[src/rtl/fetch_unit.sv]
// fetch_unit -- fetch stage.
//
// Holds the PC and issues one read at a time to a multi-cycle instruction
// memory. Each returned word is held with its PC+2 until decode takes it. A
// redirect from execute discards wrong-path work. Fetching stops after a HALT
// word (opcode bits [15:11] == 0) is consumed.
//
// Memory handshake: imem_rd is a one-cycle request for the word at imem_addr.
// It is raised only in FETCH and only while imem_stall is low. imem_done marks
// imem_data as valid. It may arrive in the same cycle as imem_rd (a hit) or in
// any later cycle. Only one request is ever outstanding. A done that arrives
// with no request outstanding is ignored.
//
// Decode handshake: inst_valid=1 presents Inst/PCinc. The word is consumed on a
// cycle where stall=0. While stall=1, Inst, PCinc and PC all hold.
//
// Ports
//   clk, rst_n   clock, asynchronous active-low reset
//   newPC        redirect target (bit 0 ignored)
//   redirect     newPC valid this cycle; highest priority
//   stall        decode cannot accept the held instruction
//   imem_addr    memory address (= PC)
//   imem_rd      memory read request
//   imem_stall   memory busy, no request issued
//   imem_done    imem_data valid this cycle
//   imem_data    instruction word from memory
//   Inst         held instruction, NOP_INST when not valid
//   PCinc        PC of held instruction + 2
//   inst_valid   Inst/PCinc valid for decode
//   halted       HALT consumed, fetching stopped
//   fsm_state    current state (debug): 0 FETCH, 1 WAIT, 2 VALID, 3 HALTED
module fetch_unit #(
  parameter logic [15:0] RESET_PC = 16'h0000,
  parameter logic [15:0] NOP_INST = 16'h0800
) (
  input  logic        clk,
  input  logic        rst_n,
  input  logic [15:0] newPC,
  input  logic        redirect,
  input  logic        stall,
  output logic [15:0] imem_addr,
  output logic        imem_rd,
  input  logic        imem_stall,
  input  logic        imem_done,
  input  logic [15:0] imem_data,
  output logic [15:0] Inst,
  output logic [15:0] PCinc,
  output logic        inst_valid,
  output logic        halted,
  output logic [1:0]  fsm_state
);

  localparam logic [1:0] S_FETCH  = 2'd0;
  localparam logic [1:0] S_WAIT   = 2'd1;
  localparam logic [1:0] S_VALID  = 2'd2;
  localparam logic [1:0] S_HALTED = 2'd3;

  logic [1:0]  state_q, state_d;
  logic [15:0] pc_q, pc_d;
  logic [15:0] inst_q, inst_d;
  logic [15:0] pcinc_q, pcinc_d;
  logic        squash_q, squash_d;

  logic [15:0] pc_plus2;
  logic        hit;
  logic        is_halt;
  logic        unused_newpc_lsb;

  assign unused_newpc_lsb = newPC[0];

  // Wraps naturally at 16 bits: 16'hFFFE + 2 = 16'h0000.
  assign pc_plus2 = pc_q + 16'd2;
  assign imem_rd  = (state_q == S_FETCH) && !imem_stall;
  assign hit      = imem_rd && imem_done;
  assign is_halt  = (inst_q[15:11] == 5'b00000);

  assign imem_addr  = pc_q;
  assign inst_valid = (state_q == S_VALID);
  assign halted     = (state_q == S_HALTED);
  assign Inst       = inst_valid ? inst_q : NOP_INST;
  assign PCinc      = pcinc_q;
  assign fsm_state  = state_q;

  always_comb begin
    state_d  = state_q;
    pc_d     = pc_q;
    inst_d   = inst_q;
    pcinc_d  = pcinc_q;
    squash_d = squash_q;

    if (redirect) begin
      pc_d = {newPC[15:1], 1'b0};
      case (state_q)
        S_FETCH: begin
          // A read issued in this cycle cannot be cancelled. Wait for it and
          // drop its data. A same-cycle hit is simply dropped.
          if (imem_rd && !imem_done) begin
            squash_d = 1'b1;
            state_d  = S_WAIT;
          end else begin
            state_d  = S_FETCH;
          end
        end
        S_WAIT: begin
          // If the outstanding read returns in the redirect cycle, nothing is
          // left in flight, so restart straight away.
          if (imem_done) begin
            squash_d = 1'b0;
            state_d  = S_FETCH;
          end else begin
            squash_d = 1'b1;
            state_d  = S_WAIT;
          end
        end
        default: begin
          // VALID drops the held word; HALTED resumes fetching.
          state_d = S_FETCH;
        end
      endcase
    end else begin
      case (state_q)
        S_FETCH: begin
          if (hit) begin
            inst_d  = imem_data;
            pcinc_d = pc_plus2;
            state_d = S_VALID;
          end else if (imem_rd) begin
            state_d = S_WAIT;
          end
        end
        S_WAIT: begin
          if (imem_done) begin
            if (squash_q) begin
              squash_d = 1'b0;
              state_d  = S_FETCH;
            end else begin
              inst_d  = imem_data;
              pcinc_d = pc_plus2;
              state_d = S_VALID;
            end
          end
        end
        S_VALID: begin
          if (!stall) begin
            pc_d    = pc_plus2;
            state_d = is_halt ? S_HALTED : S_FETCH;
          end
        end
        S_HALTED: begin
          state_d = S_HALTED;
        end
      endcase
    end
  end

  always_ff @(posedge clk or negedge rst_n) begin
    if (!rst_n) begin
      state_q  <= S_FETCH;
      pc_q     <= RESET_PC;
      inst_q   <= NOP_INST;
      pcinc_q  <= 16'h0000;
      squash_q <= 1'b0;
    end else begin
      state_q  <= state_d;
      pc_q     <= pc_d;
      inst_q   <= inst_d;
      pcinc_q  <= pcinc_d;
      squash_q <= squash_d;
    end
  end

endmodule

[config.mk]
export PLATFORM = sky130hd
export DESIGN_NAME = fetch_unit
export DESIGN_NICKNAME = d
export VERILOG_FILES = /design/src/rtl/fetch_unit.sv
export SDC_FILE = /design/constraint.sdc
export NUM_CORES = 1
export LEC_CHECK = 0
export ABC_AREA = 1
export BUFFER_PORTS_ARGS = -buffer_cell sky130_fd_sc_hd__buf_4
export CORE_MARGIN = 8
export CORE_UTILIZATION = 50
export CTS_CLUSTER_DIAMETER = 30
export CTS_CLUSTER_SIZE = 10
export DETAILED_ROUTE_END_ITERATION = 8
export GPL_TIMING_DRIVEN = 0
export PLACE_DENSITY = 0.8
export SYNTH_ARGS = -nofsm -noshare
export SYNTH_HDL_FRONTEND = slang
export SYNTH_SLANG_ARGS = --single-unit
export TNS_END_PERCENT = 20
[constraint.sdc]
create_clock -name clk -period 3 [get_ports clk]
set_clock_uncertainty 0.15 [all_clocks]
set_input_delay 0.9 -clock clk [delete_from_list [all_inputs] [get_ports clk]]
set_output_delay 0.9 -clock clk [all_outputs]
set_load 0.1 [all_outputs]
==> metrics.txt <==
outcome=finished, final reports clean; DRC errors left=0; TritonCTS Buffers=5; Post-Synthesis Cells=359; drt total wl=7057 microns; IO Count=91; Post-synth ARST share=1.000; vias in the first global route=2473; Startpoint Class=flop; gpl congestion=0.8613; Switching Share=0.6035; Clock power frac=0.091; post-synthesis sequential area ratio=0.4658; Worst Path Class, Setup=reg2out; Core ar.=5107 sq um; Lkg Pwr=0.001942 uW; top-count cell post-synth=nand2_1; YS warnings=0; Tmin final=2.883 ns; Setup violations, final=0; die span in y=88.60 microns; total die area=7849 sq um; worst ir drop on vdd=781.7 uV; Hold Vio Cnt, Final=0; Sw Pwr=2622 uW; Root Buffer=clkbuf_8; Iteration-0 DRC Markers=124; initial antenna violation count=0; P_int=1723 uW; Wirelength per Cell=13.44 microns; width of the die=88.60 microns; DR vias=2557; layout cell share with drive strength beyond 1=0.3011; Min Hold Slack=0.3305 ns; Via density=4.870; HPWL after DPL=5416 microns; Pins Over Slew Limit=0; hold buffer count at cts=0; #FFs+latches synth=49; Synth top area share=0.4558; CTS tree=done; Remaining Overflow, GRT=0; crit path max fanout=10; Starting Density=0.5159; worst skew pair latency=0.30 ns; synth cell count leaders=nand2_1 (147), dfrtp_1 (48), inv_1 (45); Worst Setup End Kind=primary output; main flop type after synthesis=dfrtp_1; RSZ-0062 raised after global routing=false; gr usage total=0.1855; Slew headroom=0.5849; Final ANT Viol Nets=0; Port Buffers=87; nets=493; global-route wire length before repair=11360 microns; Crit path arrival time=1.83 ns; Yosys cell types=26; pwr dens=1205 nW/um^2; crit share post-route=0.9610; CP required=1.95 ns; synthesized area=2635 sq um; actual slew at the worst max-slew pin=0.6226 ns; H-tree Lvls=2; Post-Place Setup Slack=0.4310 ns; CTS resizes=0; number of synthesized flops with an enable pin=0; largest net degree at the start of global routing=50; fin worst setup slack=0.1171 ns; diodes inserted=0; area leader, netlist=dfrtp_1; fmax=346.9 MHz; Tightest Hold Check Type=reg2reg; clock buffer depth=2; clock sink total=49; Placement Rows=26; number of max-cap violations=0; sequential power share=0.253; Area Growth Syn to Fin=36.85%; synth top area cells=dfrtp_1 (46%), nand2_1 (21%), inv_1 (6.4%), nand3_1 (5.3%), nor2_1 (3.7%); clk slew on worst S/H paths=0.09 ns; Post-CTS Setup Bufs=0; Combinational Power Share=0.656; DR pass1 iterations=4; syn_area_per_cell=7.340 sq um
[worst max-delay path: stages (launching register included)]
cell and delay [ns]:
dfrtp_4 0.50, inv_4 0.06, nor2_4 0.24, inv_4 0.12, clkbuf_16 0.21, nor2_4 0.11, buf_4 0.29
[layout by cell type (no fill, tap or decap), drive strengths merged, types with 2 or more instances in the layout]
master	synthesis	routed
nand3	28	28
o211ai	2	2
nor2	32	32
inv	48	49
conb	1	2
o21ai	22	22
xor2	6	6
buf	9	96
dfrtp	48	48
clkbuf	2	7
nand2	152	152
nand4	5	5
[final timing paths]
check	slack, ns	end	depth (start not counted)	start
worst max-delay path	0.12	Inst[10]	6	fsm_state[1]$_DFFE_PN0P_
worst min-delay path	0.33	inst_q[14]$_DFFE_PN0P_	2	inst_q[14]$_DFFE_PN0P_
worst max register to register	1.28	PCinc[7]$_DFFE_PN0P_	6	imem_addr[1]$_DFFE_PN0N_
worst min register to register	0.33	inst_q[14]$_DFFE_PN0P_	2	inst_q[14]$_DFFE_PN0P_
max in group asynchronous	1.78	fsm_state[1]$_DFFE_PN0P_	1	rst_n
min in group asynchronous	0.45	inst_q[5]$_DFFE_PN0P_	1	rst_n
[kinds of logic (layout without fill, tap and decap cells)]
logic type      count (synthesis)  in the layout  share of synthesized area
simple gates                  218            218                     0.3523
buf+inv                        59            154                     0.1064
flops                          49             49                     0.4658
compound gates                 25             25                    0.04938
xor+xnor                        6              6                    0.01994
fa+ha+maj                       1              1                   0.004748
other cells                     1              2                   0.001423
[flip-flops by register name (all words and copies together), names as in the netlist]
signal     count
PCinc         15
fsm_state      2
imem_addr     15
inst_q        16
squash_q       1
[layer usage]
layer	vias up	share of wire	GRT usage	routed length, microns
met5	-	0	0	0
met4	0	0.0084	0.06759	59
met3	6	0.078	0.05478	547
met2	94	0.48	0.3048	3420
met1	1170	0.43	0.2242	3031
li1	1287	-	-	-
[power by group through the flow]
stage / sequential (uW) / clock (uW) / combinational, uW
2_1_floorplan: 2070 / 0 / 1310
3_3_place_gp: 1100 / 0 / 2830
3_5_place_dp: 1110 / 0 / 2860
4_1_cts: 1100 / 407 / 2870
5_1_grt: 1120 / 442 / 3010
6_report: 1100 / 397 / 2850
[metrics by stage]
| stage | instance area, sq um | total power, uW | TNS [ns] | util | instances |
|---|---|---|---|---|---|
| after global routing | 3606 | 4574 | 0 | 0.7060 | 525 |
| after detailed placement | 3516 | 3972 | 0 | 0.6884 | 517 |
| after floorplan | 2775 | 3372 | -2.954 | - | 360 |
| final | 3606 | 4344 | 0 | 0.7060 | 525 |
| after CTS | 3606 | 4376 | 0 | 0.7060 | 525 |
| after global placement | 3516 | 3934 | 0 | 0.6884 | 517 |
[final cells by class]
cell class	count	area [sq um]
Buffer	11	116.4
Clock buffer	5	68.82
Clock inverter	3	21.27
Fill cell	447	1501
Inverter	48	190.2
Multi-Input combinational cell	252	1236
Sequential cell	49	1232
Tap cell	70	87.58
Timing Repair Buffer	87	653.1
(Power assumes the default switching activity.)
